File: src/rtl/irq_pkg.sv
// Shared sizes, FSM encodings and helpers for the interrupt request controller.
package irq_pkg;

  localparam int unsigned N     = 8;
  localparam int unsigned IDX_W = 3;

  localparam logic [0:0] ST_IDLE  = 1'b0;
  localparam logic [0:0] ST_OFFER = 1'b1;

  // One-hot mask for a request index.
  function automatic logic [N-1:0] idx_onehot(input logic [IDX_W-1:0] idx);
    logic [N-1:0] oh;
    oh      = '0;
    oh[idx] = 1'b1;
    return oh;
  endfunction

endpackage

File: src/rtl/prio_enc8.sv
// 8-to-3 priority encoder, bit 7 has the highest priority.
module prio_enc8
  import irq_pkg::*;
(
  input  logic [N-1:0]     cand_i,
  output logic [IDX_W-1:0] idx_o,
  output logic             any_o
);

  // Ascending scan so the highest set bit is the last one written.
  always_comb begin
    idx_o = '0;
    for (int i = 0; i < N; i++) begin
      if (cand_i[i]) idx_o = IDX_W'(i);
    end
  end

  assign any_o = |cand_i;

endmodule

File: src/rtl/irq_req_ctrl.sv
// Request capture, sticky pending/overflow tracking and valid/ready grant stage.
module irq_req_ctrl
  import irq_pkg::*;
#(
  parameter bit EDGE = 1'b1
) (
  input  logic             clk,
  input  logic             rst_n,
  input  logic [N-1:0]     req_in,
  input  logic [N-1:0]     mask,
  input  logic             ovf_clr,
  output logic             out_valid,
  input  logic             out_ready,
  output logic [IDX_W-1:0] out_idx,
  output logic [N-1:0]     pending,
  output logic [N-1:0]     overflow
);

  logic [N-1:0]     req_q;
  logic [N-1:0]     pending_q, pending_d;
  logic [N-1:0]     overflow_q, overflow_d;
  logic [0:0]       state_q, state_d;
  logic             out_valid_q, out_valid_d;
  logic [IDX_W-1:0] out_idx_q, out_idx_d;

  logic [N-1:0]     set;
  logic [N-1:0]     clr;
  logic [N-1:0]     cand;
  logic [IDX_W-1:0] enc_idx;
  logic             enc_any;
  logic             handshake;

  assign handshake = out_valid_q & out_ready;
  assign cand      = pending_q & ~mask;

  prio_enc8 u_prio_enc8 (
    .cand_i (cand),
    .idx_o  (enc_idx),
    .any_o  (enc_any)
  );

  // Capture new requests and fold them into pending; set beats a same-cycle clear.
  always_comb begin
    set        = EDGE ? (req_in & ~req_q) : req_in;
    clr        = handshake ? idx_onehot(out_idx_q) : '0;
    pending_d  = (pending_q & ~clr) | set;
    overflow_d = overflow_q;
    if (EDGE) overflow_d = overflow_q | (set & pending_q & ~clr);
    if (ovf_clr) overflow_d = '0;
  end

  // Grant FSM: pick the top candidate in IDLE, hold the offer until accepted.
  always_comb begin
    state_d     = state_q;
    out_valid_d = out_valid_q;
    out_idx_d   = out_idx_q;
    case (state_q)
      ST_IDLE: begin
        out_valid_d = 1'b0;
        if (enc_any) begin
          out_idx_d   = enc_idx;
          out_valid_d = 1'b1;
          state_d     = ST_OFFER;
        end
      end
      ST_OFFER: begin
        if (out_ready) begin
          out_valid_d = 1'b0;
          state_d     = ST_IDLE;
        end
      end
    endcase
  end

  // State, capture and output registers.
  always_ff @(posedge clk or negedge rst_n) begin
    if (!rst_n) begin
      req_q       <= '0;
      pending_q   <= '0;
      overflow_q  <= '0;
      state_q     <= ST_IDLE;
      out_valid_q <= 1'b0;
      out_idx_q   <= '0;
    end else begin
      req_q       <= req_in;
      pending_q   <= pending_d;
      overflow_q  <= overflow_d;
      state_q     <= state_d;
      out_valid_q <= out_valid_d;
      out_idx_q   <= out_idx_d;
    end
  end

  assign out_valid = out_valid_q;
  assign out_idx   = out_idx_q;
  assign pending   = pending_q;
  assign overflow  = overflow_q;

endmodule

File: config.mk
export PLATFORM = sky130hd
export DESIGN_NAME = irq_req_ctrl
export DESIGN_NICKNAME = d
export VERILOG_FILES = /design/src/rtl/irq_pkg.sv /design/src/rtl/prio_enc8.sv /design/src/rtl/irq_req_ctrl.sv
export SDC_FILE = /design/constraint.sdc
export NUM_CORES = 1
export LEC_CHECK = 0
export BUFFER_PORTS_ARGS = -buffer_cell sky130_fd_sc_hd__buf_2
export CELL_PAD_IN_SITES_DETAIL_PLACEMENT = 1
export CELL_PAD_IN_SITES_GLOBAL_PLACEMENT = 2
export CORE_ASPECT_RATIO = 1.1
export CORE_MARGIN = 5
export CORE_UTILIZATION = 33
export DETAILED_ROUTE_END_ITERATION = 8
export PLACE_DENSITY_LB_ADDON = 0.12
export SYNTH_ARGS = -nofsm -noshare
export SYNTH_HDL_FRONTEND = slang
export SYNTH_SLANG_ARGS = --single-unit
File: constraint.sdc
create_clock -name clk -period 3.3 [get_ports clk]
set_input_delay 0.66 -clock clk [delete_from_list [all_inputs] [get_ports clk]]
set_output_delay 0.66 -clock clk [all_outputs]
set_load 0.01 [all_outputs]
==> impl_metrics.toml, run 1 <==
[finish]
diodes = 0
drive_gt1_share_pct = 34.46
final_nets = 167
filler_cell_count = 424
stdcell_area_um2 = 1535
areaGrowthSynthToFinish_pct = 27.81
fin_cells = 198
fin_util_pct = 43.02

[grt]
overflow = 0
gr-max-usage-layer = "met2"
grt_pass1_wl_mm = 4.733
grt_use_met2_pct = 20.86
use_met3_pct = 3.823
grtUsageTotal_pct = 13.15
use_met1_pct = 16.31
antenna_found_initial = 0
grt_pass1_vias = 1016
grt_max_degree = 30

[timing]
skew_ns = 0.004146
rsz0062_at_grt = "no"
setup_viol = 0
fin_ws_ns = 1.715
slew_headroom_pct = 57.48
worstMarginPinSlew_ns = 0.6378
drv_slew = 0
min_period_ns = 1.585
tns_ns = 0
hold_viol_final = 0
post-route-period-util_pct = 48.02
fmax_mhz = 631.1

[power]
ir_drop_uv = 315.2
power.internal_uw = 754.5
p_seq_share_pct = 44.8
p_sw_uw = 380.4
comb_power_share_pct = 31.5
switching_share_pct = 33.52
p_per_area_nw_per_um2 = 739.2
p_clk_share_pct = 23.7
leakage_nw = 0.7227

[critical_path]
path_cells = "buf_2"
worstPathRequired_ns = 2.64
reg2reg_from = "pending[6]"
crit_arrival_ns = 0.92
worstSetupEndpointType = "output pin"
crit_start = "out_idx[1]"
start_kind = "flip-flop"
crit_family = "flip-flops"
slowest_delay_ns = 0.47
critPathSlowestCell = "dfrtp_1"
path_class = "reg2out"
crit_buf_inv = 1
crit_fanout = 7

[logic_synthesis]
syn_avg_cell_area_um2 = 11.78
synth_area_um2 = 1201
syn_inst = 102
syn_nets = 122
yosysWarningCount = 0
synthTopCellsByArea = "dfrtp_1 (60%), a21o_1 (5.0%), a31oi_1 (3.6%)"
yosysSeqAreaShare_pct = 60.42
ys_ff_latch = 29
synth_top_area_share_pct = 60.42
ys_types = 22
yosysTopAreaCell = "dfrtp_1"

[routing]
viasPerCell = 4.692
drc = 0
vias = 929
antenna_left = 0
initialDrtViolationCount = 33
drt-wirelength-per-cell_um = 14.43
finalWirelength_mm = 2.858
drtPass1Iterations = 4

[floorplanning]
ioPinCount = 40
die_w_um = 67.53
die_y_um = 73.28
core_um2 = 3568
start_util_pct = 33.66
die_area_um2 = 4948
row_count = 23

[clocking]
clkSinkCount = 29
clkTransAtPathRegs_ns = 0.06
tritoncts = "done"
worstSkewPairLatency_ns = 0.27
h-tree-depth = 2
postCtsHoldBufs = 0
cts_inserted_buffers = 5
cts.path.max_buffers = 2
root_buffer = "clkbuf_8"
cts_setup_buffers = 0
cts.repair.resized = 0

[place]
post-place-ws_ns = 1.462
io_buffers = 39
post_dp_cell_area_um2 = 1455
hpwl_mm = 2.255
gp_congestion = 0.7302
placed_cells_incl_taps = 190

[flow_run]
maxCapViolations = 0

[hold_path]
hold_class = "in2async"

[run_status]
outcome = "completed"
## power by group through the flow
stage / sequential [mW] / clock, mW / combinational [mW]
floorplan: 0.529 / 0 / 0.199
global placement: 0.511 / 0 / 0.356
CTS: 0.509 / 0.280 / 0.367
detailed placement: 0.514 / 0 / 0.366
global route: 0.524 / 0.299 / 0.390
finish: 0.508 / 0.269 / 0.358
## flip-flops by register name, summed over array words and instances (netlist names)
register / cells
state_q: 1
overflow: 8
out_valid: 1
req_q: 8
out_idx: 3
pending: 8
## area by class of cell
cell class              count  area (um^2)  area share, %
multi-input cells          61        430.4          28.04
well taps                  50        62.56          4.075
inverters                  11        41.29          2.689
flip-flops and latches     29        725.7          47.27
clock buffers               8        80.08          5.216
repair buffers             39        195.2          12.71
## per-stage QoR
stage	power, mW	hold WS (ns)
global placement	0.8675	0.4428
finish	1.135	0.4069
detailed placement	0.8796	0.4646
floorplan	0.7279	0.3644
global route	1.213	0.4633
CTS	1.155	0.4270
## routing by layer
layer	vias to the layer above	part of all wire [%]	wire length (um)
met5	-	0	0
met4	0	1.2	33
li1	443	-	-
met1	456	43	1217
met3	4	5.4	154
met2	26	51	1454
## path summary, 6_finish.rpt
kind                            depth (start not counted)     endpoint  slack, ns
worst max register to register                          4   out_idx[0]       1.78
min in group clk                                        1   pending[7]       0.47
worst max-delay path                                    1   out_idx[1]       1.72
max in group asynchronous                               1  overflow[2]       2.47
worst min-delay path                                    1    out_valid       0.41
worst min register to register                          1   pending[7]       0.47
## cells by family (layout without fill, tap and decap cells)
family / Yosys count / after routing / synth area share, %
compound gates: 34 / 34 / 21.46
simple gates: 25 / 25 / 11.87
flops: 29 / 29 / 60.42
mux: 2 / 2 / 2.500
buf+inv: 12 / 58 / 3.750
## layout by cell type, fill, tap and decap left out
cell       count
a21o_1         8
mux2_4         2
a21oi_2        1
clkbuf_8       5
o21ai_0        4
nor2_1        10
buf_2         39
nand3_1        1
nand2_1        1
clkbuf_1       3
nor2b_4        1
a2111oi_4      1
nand2b_1       4
nand3b_1       1
a31o_2         1
o31ai_1        2
o21a_1         5
inv_1         11
nor4_2         1
dfrtp_1       29
nor2b_1        6
a21oi_1        2
a31oi_1        7
o31a_1         3
## synthesized netlist by cell type
master,number
nor2b_1,6
o21ai_0,4
a31o_2,1
o31ai_1,2
nand2b_1,4
nand3_1,1
nand3b_1,1
o21a_1,5
inv_1,11
a21o_1,8
a2111oi_4,1
nor4_2,1
a21oi_1,2
a21oi_2,1
mux2_4,2
a31oi_1,7
buf_1,1
o31a_1,3
dfrtp_1,29
nor2_1,10
nor2b_4,1
nand2_1,1
No activity file was read; power rests on OpenSTA's default activity.
==> inputs of run 2 (changes only) <==
- CORE_UTILIZATION: 33 -> 30
- clock period: 3.3 -> 1.55 ns (I/O delays scaled with it)
==> run 2 against run 1 <==
Net effect: global-route usage fell by 0.17 points; sequential power rose by 110%; utilization decreased by 2.8 points; clock power grew to 2.5 times the previous value; final cell count is 2.5% higher; worst setup slack got worse by 1.6 ns; design area up 3.0%; critical path type is now reg2reg.
==> impl_metrics.toml, run 2 (same netlist as run 1, synthesis figures left out) <==
[run_status]
outcome = "completed"

[clocking]
worstSkewPairLatency_ns = 0.27
cts_inserted_buffers = 5
cts.repair.resized = 0
postCtsHoldBufs = 0
cts.path.max_buffers = 2
tritoncts = "done"
clkSinkCount = 29
h-tree-depth = 2
cts_setup_buffers = 0
clkTransAtPathRegs_ns = 0.06
root_buffer = "clkbuf_8"

[grt]
grt_pass1_wl_mm = 5.313
overflow = 0
grt_pass1_vias = 1027
grt_max_degree = 30
grtUsageTotal_pct = 12.98
antenna_found_initial = 0

[floorplanning]
core_um2 = 3934
ioPinCount = 40
die_y_um = 76.37
start_util_pct = 30.53
row_count = 24
die_w_um = 70.33
die_area_um2 = 5371

[finish]
fin_cells = 203
layout_commonest_cell = "buf_2"
areaGrowthSynthToFinish_pct = 31.67
diodes = 0
most-common-layout-cells = "buf_2 (39), dfrtp_1 (29), inv_1 (11)"
final_nets = 170
fin_util_pct = 40.20
filler_cell_count = 457
drive_gt1_share_pct = 37.75

[timing]
hold_viol_final = 0
rsz0062_at_grt = "no"
tns_ns = 0
fmax_mhz = 678.3
whs_ns = 0.05993
slew_headroom_pct = 55.82
skew_ns = 0.004450
min_period_ns = 1.474
drv_slew = 0
post-route-period-util_pct = 95.12
setup_viol = 0
worstMarginPinSlew_ns = 0.6628

[critical_path]
crit_family = "compound AO/OA/AOI/OAI gates"
worstPathRequired_ns = 1.71
worstSetupEndpointType = "flip-flop"
critPathSlowestCell = "dfrtp_1"
crit_fanout = 4
path_class = "reg2reg"
crit_arrival_ns = 1.64
r2r.worst_path.cells = 4
crit_buf_inv = 0
start_kind = "flip-flop"
cp.depth = 4
slowest_delay_ns = 0.39
path_cells = "nor2b_1 -> a2111oi_4 -> a21oi_2 -> mux2_4"

[flow_run]
maxCapViolations = 0

[power]
power.internal_mw = 1.717
comb_power_share_pct = 31.7
p_seq_share_pct = 42.0
ir_drop_uv = 536.0
p_clk_share_pct = 26.3
p_per_area_nw_per_um2 = 1618
p_sw_uw = 842.8
leakage_nw = 0.7509
switching_share_pct = 32.93

[place]
placed_cells_incl_taps = 195
gp_congestion = 0.7649
hpwl_mm = 2.348
io_buffers = 39

[routing]
antenna_left = 0
initialDrtViolationCount = 44
drtPass1Iterations = 2
drt-wirelength-per-cell_um = 15.16
finalWirelength_mm = 3.077
vias = 924
viasPerCell = 4.552
drc = 0

[hold_path]
hold_class = "in2async"
==> run 2: cell types whose count changed in the layout (fill, tap and decap cells not counted), sizes merged <==
cell    before  now
buf         39   42
clkbuf       8    7
clkinv       0    1
==> run 2: final cells by class <==
cell class | count | area [um^2] | share of cell area [%]
clock buffer | 7 | 96.34 | 6.092
clock inverter | 1 | 5.005 | 0.3165
inverter | 11 | 41.29 | 2.611
multi-input combinational | 61 | 430.4 | 27.22
sequential | 29 | 725.7 | 45.89
tap | 52 | 65.06 | 4.114
timing repair buffer | 42 | 217.7 | 13.77
==> run 2: worst paths after layout <==
check | to | slack, ns | startpoint
setup / recovery | out_idx[1] | 0.08 | pending[3]
hold / removal | req_q[0] | 0.06 | rst_n
setup reg to reg | out_idx[1] | 0.08 | pending[3]
hold reg to reg | pending[7] | 0.46 | req_q[7]
max in group asynchronous | pending[0] | 1.05 | rst_n
min in group clk | req_q[7] | 0.15 | req_in[7]
==> run 2: metal layers <==
metal	vias to the layer above	share of wire [%]	GRT usage (%)
li1	448	-	-
met1	444	44	15.93
met2	27	48	20.22
met3	5	6.4	5.541
met4	0	1.5	4.598
met5	-	0	0
==> run 2: power by group through the flow <==
stage	clock network [mW]	logic [mW]	registers (mW)
after floorplan	0	0.423	1.13
after global placement	0	0.814	1.08
after detailed placement	0	0.825	1.09
after CTS	0.698	0.832	1.08
after global routing	0.731	0.902	1.11
final	0.673	0.812	1.07
==> run 2: per-stage QoR <==
step / cell area (um^2) / setup slack (ns) / total power, mW
after detailed placement: 1480 / 0.04181 / 1.917
after global routing: 1582 / 0.01016 / 2.741
after CTS: 1582 / 0.06527 / 2.609
after floorplan: 1201 / 0.09417 / 1.550
after global placement: 1480 / 0.07513 / 1.894
final: 1582 / 0.07563 / 2.560
